## src/rtl/alu_op_issue.sv

```systemverilog
// Issue/retire stage around the ALU result mux: registers one op, waits SETTLE cycles, captures the result.
// Optional macro ALU_ILLEGAL_TRAP_EN: illegal op codes retire immediately with an error flag instead of running as ADD.
module alu_op_issue #(
    parameter int N      = 32,
    parameter int SETTLE = 1
) (
    input  logic         clk,
    input  logic         rst_n,
    input  logic         in_valid,
    output logic         in_ready,
    input  logic [2:0]   in_op,
    input  logic [N-1:0] in_a,
    input  logic [N-1:0] in_b,
    output logic [N-1:0] alu_a,
    output logic [N-1:0] alu_b,
    output logic [2:0]   alu_sel,
    input  logic [N-1:0] alu_result,
    output logic         out_valid,
    input  logic         out_ready,
    output logic [N-1:0] out_result,
    output logic         out_zero,
    output logic         out_err
);

    typedef enum logic [1:0] {
        IDLE = 2'b00,
        EXEC = 2'b01,
        HOLD = 2'b10
    } state_t;

    localparam logic [3:0] CNT_LOAD = 4'(SETTLE - 1);

    state_t         state_r;
    state_t         state_s;
    logic [3:0]     cnt_r;
    logic [N-1:0]   alu_a_r;
    logic [N-1:0]   alu_b_r;
    logic [2:0]     alu_sel_r;
    logic [N-1:0]   out_result_r;
    logic           out_zero_r;
    logic           op_legal_s;
    logic           accept_s;
    logic           capture_s;
    logic [2:0]     sel_s;

    function automatic logic is_legal_op(input logic [2:0] op);
        logic ok;
        case (op)
            3'b000, 3'b001, 3'b010, 3'b011, 3'b101: ok = 1'b1;
            default:                               ok = 1'b0;
        endcase
        return ok;
    endfunction

    assign op_legal_s = is_legal_op(in_op);
    assign accept_s   = in_valid && (state_r == IDLE);
    assign capture_s  = (state_r == EXEC) && (cnt_r == 4'd0);

    // Handshake flags decode straight from the state register, never from inputs.
    assign in_ready   = (state_r == IDLE);
    assign out_valid  = (state_r == HOLD);
    assign alu_a      = alu_a_r;
    assign alu_b      = alu_b_r;
    assign alu_sel    = alu_sel_r;
    assign out_result = out_result_r;
    assign out_zero   = out_zero_r;

    // Select code handed to the mux: raw code when trapping, illegal codes fold to ADD otherwise.
    always_comb begin
        sel_s = in_op;
`ifdef ALU_ILLEGAL_TRAP_EN
        sel_s = in_op;
`else
        if (op_legal_s) begin
            sel_s = in_op;
        end else begin
            sel_s = 3'b000;
        end
`endif
    end

    // Next-state logic.
    always_comb begin
        state_s = state_r;
        case (state_r)
            IDLE: begin
                if (in_valid) begin
`ifdef ALU_ILLEGAL_TRAP_EN
                    if (op_legal_s) begin
                        state_s = EXEC;
                    end else begin
                        state_s = HOLD;
                    end
`else
                    state_s = EXEC;
`endif
                end else begin
                    state_s = IDLE;
                end
            end
            EXEC: begin
                if (cnt_r == 4'd0) begin
                    state_s = HOLD;
                end else begin
                    state_s = EXEC;
                end
            end
            HOLD: begin
                if (out_ready) begin
                    state_s = IDLE;
                end else begin
                    state_s = HOLD;
                end
            end
            default: state_s = IDLE;
        endcase
    end

    // State register.
    always_ff @(posedge clk or negedge rst_n) begin
        if (!rst_n) begin
            state_r <= IDLE;
        end else begin
            state_r <= state_s;
        end
    end

    // Operand/select registers and settle counter; operands only move on an accept.
    always_ff @(posedge clk or negedge rst_n) begin
        if (!rst_n) begin
            alu_a_r   <= {N{1'b0}};
            alu_b_r   <= {N{1'b0}};
            alu_sel_r <= 3'b000;
            cnt_r     <= 4'd0;
        end else if (accept_s) begin
            alu_a_r   <= in_a;
            alu_b_r   <= in_b;
            alu_sel_r <= sel_s;
            cnt_r     <= CNT_LOAD;
        end else if ((state_r == EXEC) && (cnt_r != 4'd0)) begin
            cnt_r     <= cnt_r - 4'd1;
        end
    end

`ifdef ALU_ILLEGAL_TRAP_EN
    logic out_err_r;
    assign out_err = out_err_r;

    // Result capture; a trapped op retires a zero result with the error flag.
    always_ff @(posedge clk or negedge rst_n) begin
        if (!rst_n) begin
            out_result_r <= {N{1'b0}};
            out_zero_r   <= 1'b0;
            out_err_r    <= 1'b0;
        end else if (capture_s) begin
            out_result_r <= alu_result;
            out_zero_r   <= (alu_result == {N{1'b0}});
            out_err_r    <= 1'b0;
        end else if (accept_s && !op_legal_s) begin
            out_result_r <= {N{1'b0}};
            out_zero_r   <= 1'b0;
            out_err_r    <= 1'b1;
        end
    end
`else
    assign out_err = 1'b0;

    // Result capture at the end of the settle window.
    always_ff @(posedge clk or negedge rst_n) begin
        if (!rst_n) begin
            out_result_r <= {N{1'b0}};
            out_zero_r   <= 1'b0;
        end else if (capture_s) begin
            out_result_r <= alu_result;
            out_zero_r   <= (alu_result == {N{1'b0}});
        end
    end
`endif

endmodule

```

## config.mk

```make
export PLATFORM = sky130hd
export DESIGN_NAME = alu_op_issue
export DESIGN_NICKNAME = d
export VERILOG_FILES = /design/src/rtl/alu_op_issue.sv
export SDC_FILE = /design/constraint.sdc
export NUM_CORES = 1
export LEC_CHECK = 0
export ABC_AREA = 0
export CORE_UTILIZATION = 41
export DETAILED_ROUTE_END_ITERATION = 8
export PLACE_DENSITY = 0.86
export SYNTH_ARGS = -nofsm -noshare
export SYNTH_HDL_FRONTEND = slang
export SYNTH_SLANG_ARGS = --single-unit
```

## constraint.sdc

```tcl
create_clock -name clk -period 1.9 [get_ports clk]
set_input_delay 0.285 -clock clk [delete_from_list [all_inputs] [get_ports clk]]
set_output_delay 0.285 -clock clk [all_outputs]
set_load 0.02 [all_outputs]
```

==> key figures, run 1 <==
STA
  • Slew @ Worst Pin: 575 ps
  • Number of pins with negative max-slew slack in the final report: 0
  • Worst max-slew margin expressed relative to the limit: 61.7%
  • Shortest period the worst path allows: 1780 ps
  • Hold Fails Final Rpt: 0
  • Maximum operating frequency: 0.562 GHz
  • Setup TNS Final: 0 ps
  • Largest clock skew in the final design: 7.88 ps
  • Final Setup Violations: 0
  • RSZ-0062 raised after global routing: false
  • Final critical-path share of the clock period: 93.6%

Route
  • Count of vias placed by the detailed router: 3516
  • Number of nets with antenna violations after routing: 0
  • Wirelength, routed: 11000 µm
  • Drt first-iter violations: 173
  • Post-detailed-route wirelength per cell: 14.9 µm
  • DR vias/cell: 4.75
  • Number of iterations in the first detailed-routing pass: 4
  • DR DRC count: 0

Clock network
  • Sink Count: 106
  • Clock Tree Buf Depth: 2
  • Clock slew at the register clock pins of the worst setup and hold paths: 100 ps
  • Setup Buffers After CTS: 0
  • Cell chosen for the clock root: clkbuf_8
  • Clock latency on the worst-skew pair: 350 ps
  • CTS tree: built
  • H-tree lvl count: 3
  • Total clock buffers created by CTS: 9

Power
  • Total chip power: 11.9 mW
  • Power density over the cells: 1770 mW/mm²
  • IR Drop Worst-Case VDD: 1.05 mV
  • Leakage power: 3.21 nW

Die
  • Count of boundary I/O pins: 206
  • CORE AREA: 0.00995 mm²
  • Die Area: 0.0108 mm²
  • Die Wd: 104 µm
  • Die extent in y: 104 µm
  • Row Count: 36
  • Starting density of the core: 43.0%

Final layout
  • Ratio of cells with drive above 1 in the final layout: 9.72%
  • Count of antenna diodes in the layout: 0
  • Leading cell type in the layout, fill and taps excluded: clkdlybuf4s50_1
  • Commonest non-fill, non-tap cells in the layout: clkdlybuf4s50_1 (201), nand2_1 (199), dfrtp_1 (106), mux2_4 (28), clkbuf_8 (10)
  • Fin nets: 707
  • Area added between synthesis and finish: 56.9%
  • Final standard cell area without fillers: 0.00671 mm²

Hold path
  • Type of the most critical hold path: input pin to flop
  • Hold path startpoint: in_b[0]
  • Cell depth of the worst min-delay path: 3
  • End of the worst hold path: alu_b[0]

Placed design
  • RD Place Congestion: 0.833
  • Standard cell area after detailed placement: 0.00648 mm²
  • HPWL after detailed placement: 8140 µm
  • Number of port buffers: 204

Run status
  • Run status: finished clean

Setup path
  • Minimum setup slack among reg-to-reg paths: 120 ps
  • Cell breakdown of the critical path: inv_1 > ha_1 > nor3b_4 > nand2_4 > buf_12 > mux2_4
  • Kind of end point of the critical path: flop
  • Count of cells along the worst register-to-register path: 6
  • Setup crit start kind: flop
  • CP max-delay cell: dfrtp_1
  • Worst path required time: 2140 ps
  • Worst flop-to-flop path startpoint: cnt_r[0]
  • Crit Path Max Fanout: 34
  • Delay of the slowest critical-path stage: 400 ps
  • Worst Path Arrival: 2020 ps
  • Critical path class: flop to flop
  • Destination of the worst register-to-register timing path: out_result[11]

Synth
  • Instance count of the mapped netlist: 399
  • Flip-flop and latch count after synthesis: 106
  • Share of synthesized registers carrying an async set or reset: 100%
  • Total number of yosys warnings: 0
  • Commonest register cell after synthesis: dfrtp_1
  • Synth Area per Inst: 10.7 µm²
  • Unique masters post-synth: 30
  • Sequential cell area fraction in the yosys report: 62.0%
  • Mapped cell area: 0.00428 mm²
  • Synth Net Count: 504
  • Number of enable-type register cells in the synthesized netlist: 0

Global route
  • Overall overflow remaining after global route: 0
  • First-pass GRT wire length: 18300 µm
  • Number of antenna violations at the first check in global routing: 0
  • Maximum number of pins on one net before global-route repair: 107
  • Total GRT Usage: 21.4%
  • Vias in the first global route: 3660

Flow run
  • Number of violations of the max-capacitance limit: 0
metrics by stage:
step                hold WS (ps)  std cells  setup WS [ps]  util [%]
finish                       446        740            122      67.4
global route                 439        740           26.1      67.4
CTS                          423        740           7.70      67.4
detailed placement           400        723           58.0      65.1
global placement             392        723            125      65.1
floorplan                  -10.6        399            315         -
cells by family after synthesis:
| logic type | after synthesis | share of synthesized area [%] |
|---|---|---|
| fa+ha+maj | 2 | 0.585 |
| flops | 106 | 62.0 |
| compound gates | 11 | 1.58 |
| buf+inv | 23 | 3.04 |
| simple gates | 224 | 21.8 |
| other cells | 1 | 0.0877 |
| mux | 32 | 10.9 |
metal layers:
layer / wire [µm] / up-vias / GRT usage [%]
met3: 709 / 21 / 5.64
li1: - / 1672 / -
met1: 4420 / 1688 / 25.2
met5: 0 / - / 0
met2: 5670 / 135 / 37.1
met4: 229 / 0 / 8.37
power breakdown:
| part | switching [mW] | internal (mW) | total, mW |
|---|---|---|---|
| clock network | 0.728 | 0.775 | 1.50 |
| logic | 3.14 | 3.21 | 6.35 |
| registers | 0.679 | 3.36 | 4.04 |
| total | 4.55 | 7.34 | 11.9 |
final cells by class:
type / instances / area [µm²]
Multi-Input combinational cell: 270 / 1500
Clock inverter: 5 / 77.6
Fill cell: 760 / 3240
Tap cell: 133 / 166
Inverter: 4 / 15.0
Clock buffer: 11 / 141
Timing Repair Buffer: 211 / 2160
Sequential cell: 106 / 2650
worst max-delay path: cells and delay by family, from the launching register on:
| kind | cells | cell delay (ps) |
|---|---|---|
| AND/OR/NAND/NOR | 2 | 450 |
| flip-flops | 1 | 400 |
| adder cells (fa/ha/maj) | 1 | 170 |
| multiplexers | 1 | 320 |
| buffers and inverters | 2 | 310 |
repair_timing:
action | 4_1_cts | 5_1_grt
endpoints found under the setup margin | 1 | 1
hold endpoints to repair | 1 | 0
cloned | 0 | 0
resized for setup | 1 | 1
hold buffers | 1 | 0
sequential cells by signal (all words and copies together) (netlist names):
signal / flops
out_zero: 1
state_r: 2
alu_a: 32
out_result: 32
cnt_r: 4
alu_sel: 3
alu_b: 32
worst max path at each step:
stage,from,to,cells past startpoint
6_report,cnt_r[0],out_result[11],6
4_1_cts,state_r[0],in_ready,2
3_3_place_gp,in_valid,alu_b[26],5
3_5_place_dp,in_valid,alu_a[13],5
5_1_grt,cnt_r[0],out_result[11],6
2_1_floorplan,cnt_r[0],out_result[10],6
cells in the mapped netlist (all sizes together), types with 2 or more instances:
| cell | count | area [µm²] |
|---|---|---|
| a21oi | 2 | 10.0 |
| buf | 8 | 73.8 |
| clkbuf | 11 | 41.3 |
| dfrtp | 106 | 2650 |
| ha | 2 | 25.0 |
| inv | 4 | 15.0 |
| mux2 | 32 | 465 |
| nand2 | 200 | 758 |
| nand2b | 2 | 12.5 |
| nand4 | 2 | 12.5 |
| nor3b | 2 | 31.3 |
| nor4 | 8 | 50.1 |
| o21ai | 5 | 25.0 |
| o31ai | 2 | 15.0 |
| or3 | 2 | 12.5 |
| or4 | 2 | 15.0 |
Power figures use the tool's default switching activity.
==> run 2: changes to the inputs <==
Settings changed: CAP_MARGIN from default to 15.
==> results of run 2 <==
The final DEF is identical to that of run 1; final timing and power are the same.
==> run 3: changes to the inputs <==
Settings changed: CORE_MARGIN from default to 2, PLACE_DENSITY 0.86 to default, PLACE_DENSITY_LB_ADDON from default to 0.25.
==> key figures, run 3 (synthesized netlist as in run 1, its figures left out) <==
Die
  • CORE AREA: 0.0102 mm² (was 0.00995 mm²)
  • Starting density of the core: 41.8% (was 43.0%)
  • Die extent in y: 106 µm (was 104 µm)
  • Row Count: 37 (was 36)
  • Die Area: 0.0113 mm² (was 0.0108 mm²)
  • Count of boundary I/O pins: 206 (unchanged)
  • Die Wd: 106 µm (was 104 µm)

Global route
  • First-pass GRT wire length: 17600 µm (was 18300 µm)
  • Total GRT Usage: 19.8% (was 21.4%)
  • Maximum number of pins on one net before global-route repair: 68 (was 107)
  • Overall overflow remaining after global route: 0 (unchanged)
  • Number of antenna violations at the first check in global routing: 0 (unchanged)
  • Vias in the first global route: 3534 (was 3660)

Final layout
  • Layout Utilization: 65.1% (was 67.4%)
  • Commonest non-fill, non-tap cells in the layout: clkdlybuf4s50_1 (201), nand2_1 (199), dfrtp_1 (106), mux2_4 (28), clkbuf_8 (10) (unchanged)
  • Multi-input gate area: 0.00150 mm² (unchanged)
  • Fin nets: 708 (was 707)
  • Area added between synthesis and finish: 55.8% (was 56.9%)
  • Filler cells: 833 (was 760)
  • Ratio of cells with drive above 1 in the final layout: 9.39% (was 9.72%)
  • Sequential standard cell area: 0.00265 mm² (unchanged)
  • Count of antenna diodes in the layout: 0 (unchanged)
  • Leading cell type in the layout, fill and taps excluded: clkdlybuf4s50_1 (unchanged)

STA
  • Final Setup Violations: 0 (unchanged)
  • Number of pins with negative max-slew slack in the final report: 0 (unchanged)
  • Hold Fails Final Rpt: 0 (unchanged)
  • Setup TNS Final: 0 ps (unchanged)
  • RSZ-0062 raised after global routing: false (unchanged)
  • Shortest period the worst path allows: 1700 ps (was 1780 ps)
  • Final critical-path share of the clock period: 89.5% (was 93.6%)
  • Worst hold slack: 410 ps (was 446 ps)
  • Largest clock skew in the final design: 6.01 ps (was 7.88 ps)
  • Maximum operating frequency: 0.588 GHz (was 0.562 GHz)

Placed design
  • Number of port buffers: 204 (unchanged)
  • HPWL after detailed placement: 7890 µm (was 8140 µm)
  • RD Place Congestion: 0.759 (was 0.833)

Clock network
  • Total clock buffers created by CTS: 9 (unchanged)
  • Sink Count: 106 (unchanged)
  • H-tree lvl count: 3 (unchanged)
  • Clock slew at the register clock pins of the worst setup and hold paths: 90 ps (was 100 ps)
  • Cell chosen for the clock root: clkbuf_8 (unchanged)
  • CTS tree: built (unchanged)
  • Clock Tree Buf Depth: 2 (unchanged)
  • Clock latency on the worst-skew pair: 350 ps (about the same)

Route
  • Wirelength, routed: 10700 µm (was 11000 µm)
  • Count of vias placed by the detailed router: 3467 (was 3516)
  • DR DRC count: 0 (unchanged)
  • Post-detailed-route wirelength per cell: 14.5 µm (was 14.9 µm)
  • DR vias/cell: 4.67 (was 4.75)
  • Number of nets with antenna violations after routing: 0 (unchanged)
  • Number of iterations in the first detailed-routing pass: 4 (unchanged)
  • Drt first-iter violations: 110 (was 173)

Setup path
  • Worst Path Arrival: 1420 ps (was 2020 ps)
  • Critical path class: flop to primary output (was flop to flop)
  • Minimum setup slack among reg-to-reg paths: 250 ps (was 120 ps)
  • Setup crit start kind: flop (unchanged)
  • CP max-delay cell: dfrtp_1 (unchanged)
  • Delay of the slowest critical-path stage: 470 ps (was 400 ps)
  • Kind of end point of the critical path: primary output (was flop)
  • Worst path required time: 1620 ps (was 2140 ps)
  • Crit Path Max Fanout: 6 (was 34)
  • Cell breakdown of the critical path: nand2b_1 > inv_1 > dlygate4sd2_1 (was inv_1 > ha_1 > nor3b_4 > nand2_4 > buf_12 > mux2_4)

Power
  • Leakage power: 3.19 nW (was 3.21 nW)
  • Power density over the cells: 1730 mW/mm² (was 1770 mW/mm²)
  • IR Drop Worst-Case VDD: 1.04 mV (was 1.05 mV)

Run status
  • Run status: finished clean (unchanged)

Flow run
  • Number of violations of the max-capacitance limit: 0 (unchanged)

Hold path
  • Type of the most critical hold path: input pin to asynchronous set/reset pin (was input pin to flop)
[run 3: changes by cell type in the layout (fill, tap and decap cells not counted), sizes merged]
cell	change
bufinv	-2
buf	+1
dlygate4sd2	+1
clkinvlp	-1
dlymetal6s2s	-1
clkbuf	+2
[run 3: power by group]
group / internal, mW / switching, mW / total [mW]
Combinational: 3.19 / 3.10 / 6.29
Sequential: 3.36 / 0.657 / 4.02
Clock: 0.509 / 0.703 / 1.21
Total: 7.06 / 4.46 / 11.5
[run 3: metal layers]
metal | part of all wire, % | global-route usage, % | wire (µm)
met5 | 0 | 0 | 0
met4 | 2.7 | 9.30 | 287
met3 | 6.1 | 4.11 | 653
met2 | 49 | 33.2 | 5300
met1 | 42 | 24.4 | 4500
[run 3: what timing repair did]
action,4_1_cts,5_1_grt
hold buffers,1,0
buffers inserted,0,0
setup endpoints to repair,2,0
gates resized for setup,2,0
endpoints found under the hold margin,29,0
[run 3: stage by stage]
| stage | total power, mW | instances | area (µm²) | setup slack, ps |
|---|---|---|---|---|
| floorplan | 7.44 | 399 | 4280 | 315 |
| global placement | 10.3 | 727 | 6490 | 145 |
| detailed placement | 10.4 | 727 | 6490 | 91.3 |
| CTS | 11.7 | 743 | 6660 | 159 |
| global route | 12.3 | 743 | 6660 | 99.8 |
| finish | 11.5 | 743 | 6660 | 199 |
[run 3: layout make-up]
class	instances	area share [%]
Tap cell	136	2.55
Clock buffer	13	2.23
Sequential cell	106	39.8
Timing Repair Buffer	212	32.5
Clock inverter	2	0.207
Multi-Input combinational cell	270	22.5
Inverter	4	0.225
[run 3: worst paths after layout]
kind,end,cells after the start,startpoint
worst max-delay path,out_valid,3,state_r[0]
worst min-delay path,alu_a[28],2,rst_n
worst max register to register,cnt_r[3],6,cnt_r[0]
worst min register to register,alu_a[25],2,alu_a[25]
max in group asynchronous,alu_a[13],3,rst_n
min in group clk,alu_b[2],3,in_b[2]
[run 3: worst max-delay path: cells and delay by family (launching register included)]
kind | cells | cell delay [ps]
buffers and inverters | 2 | 400
AND/OR/NAND/NOR | 1 | 200
flip-flops | 1 | 470
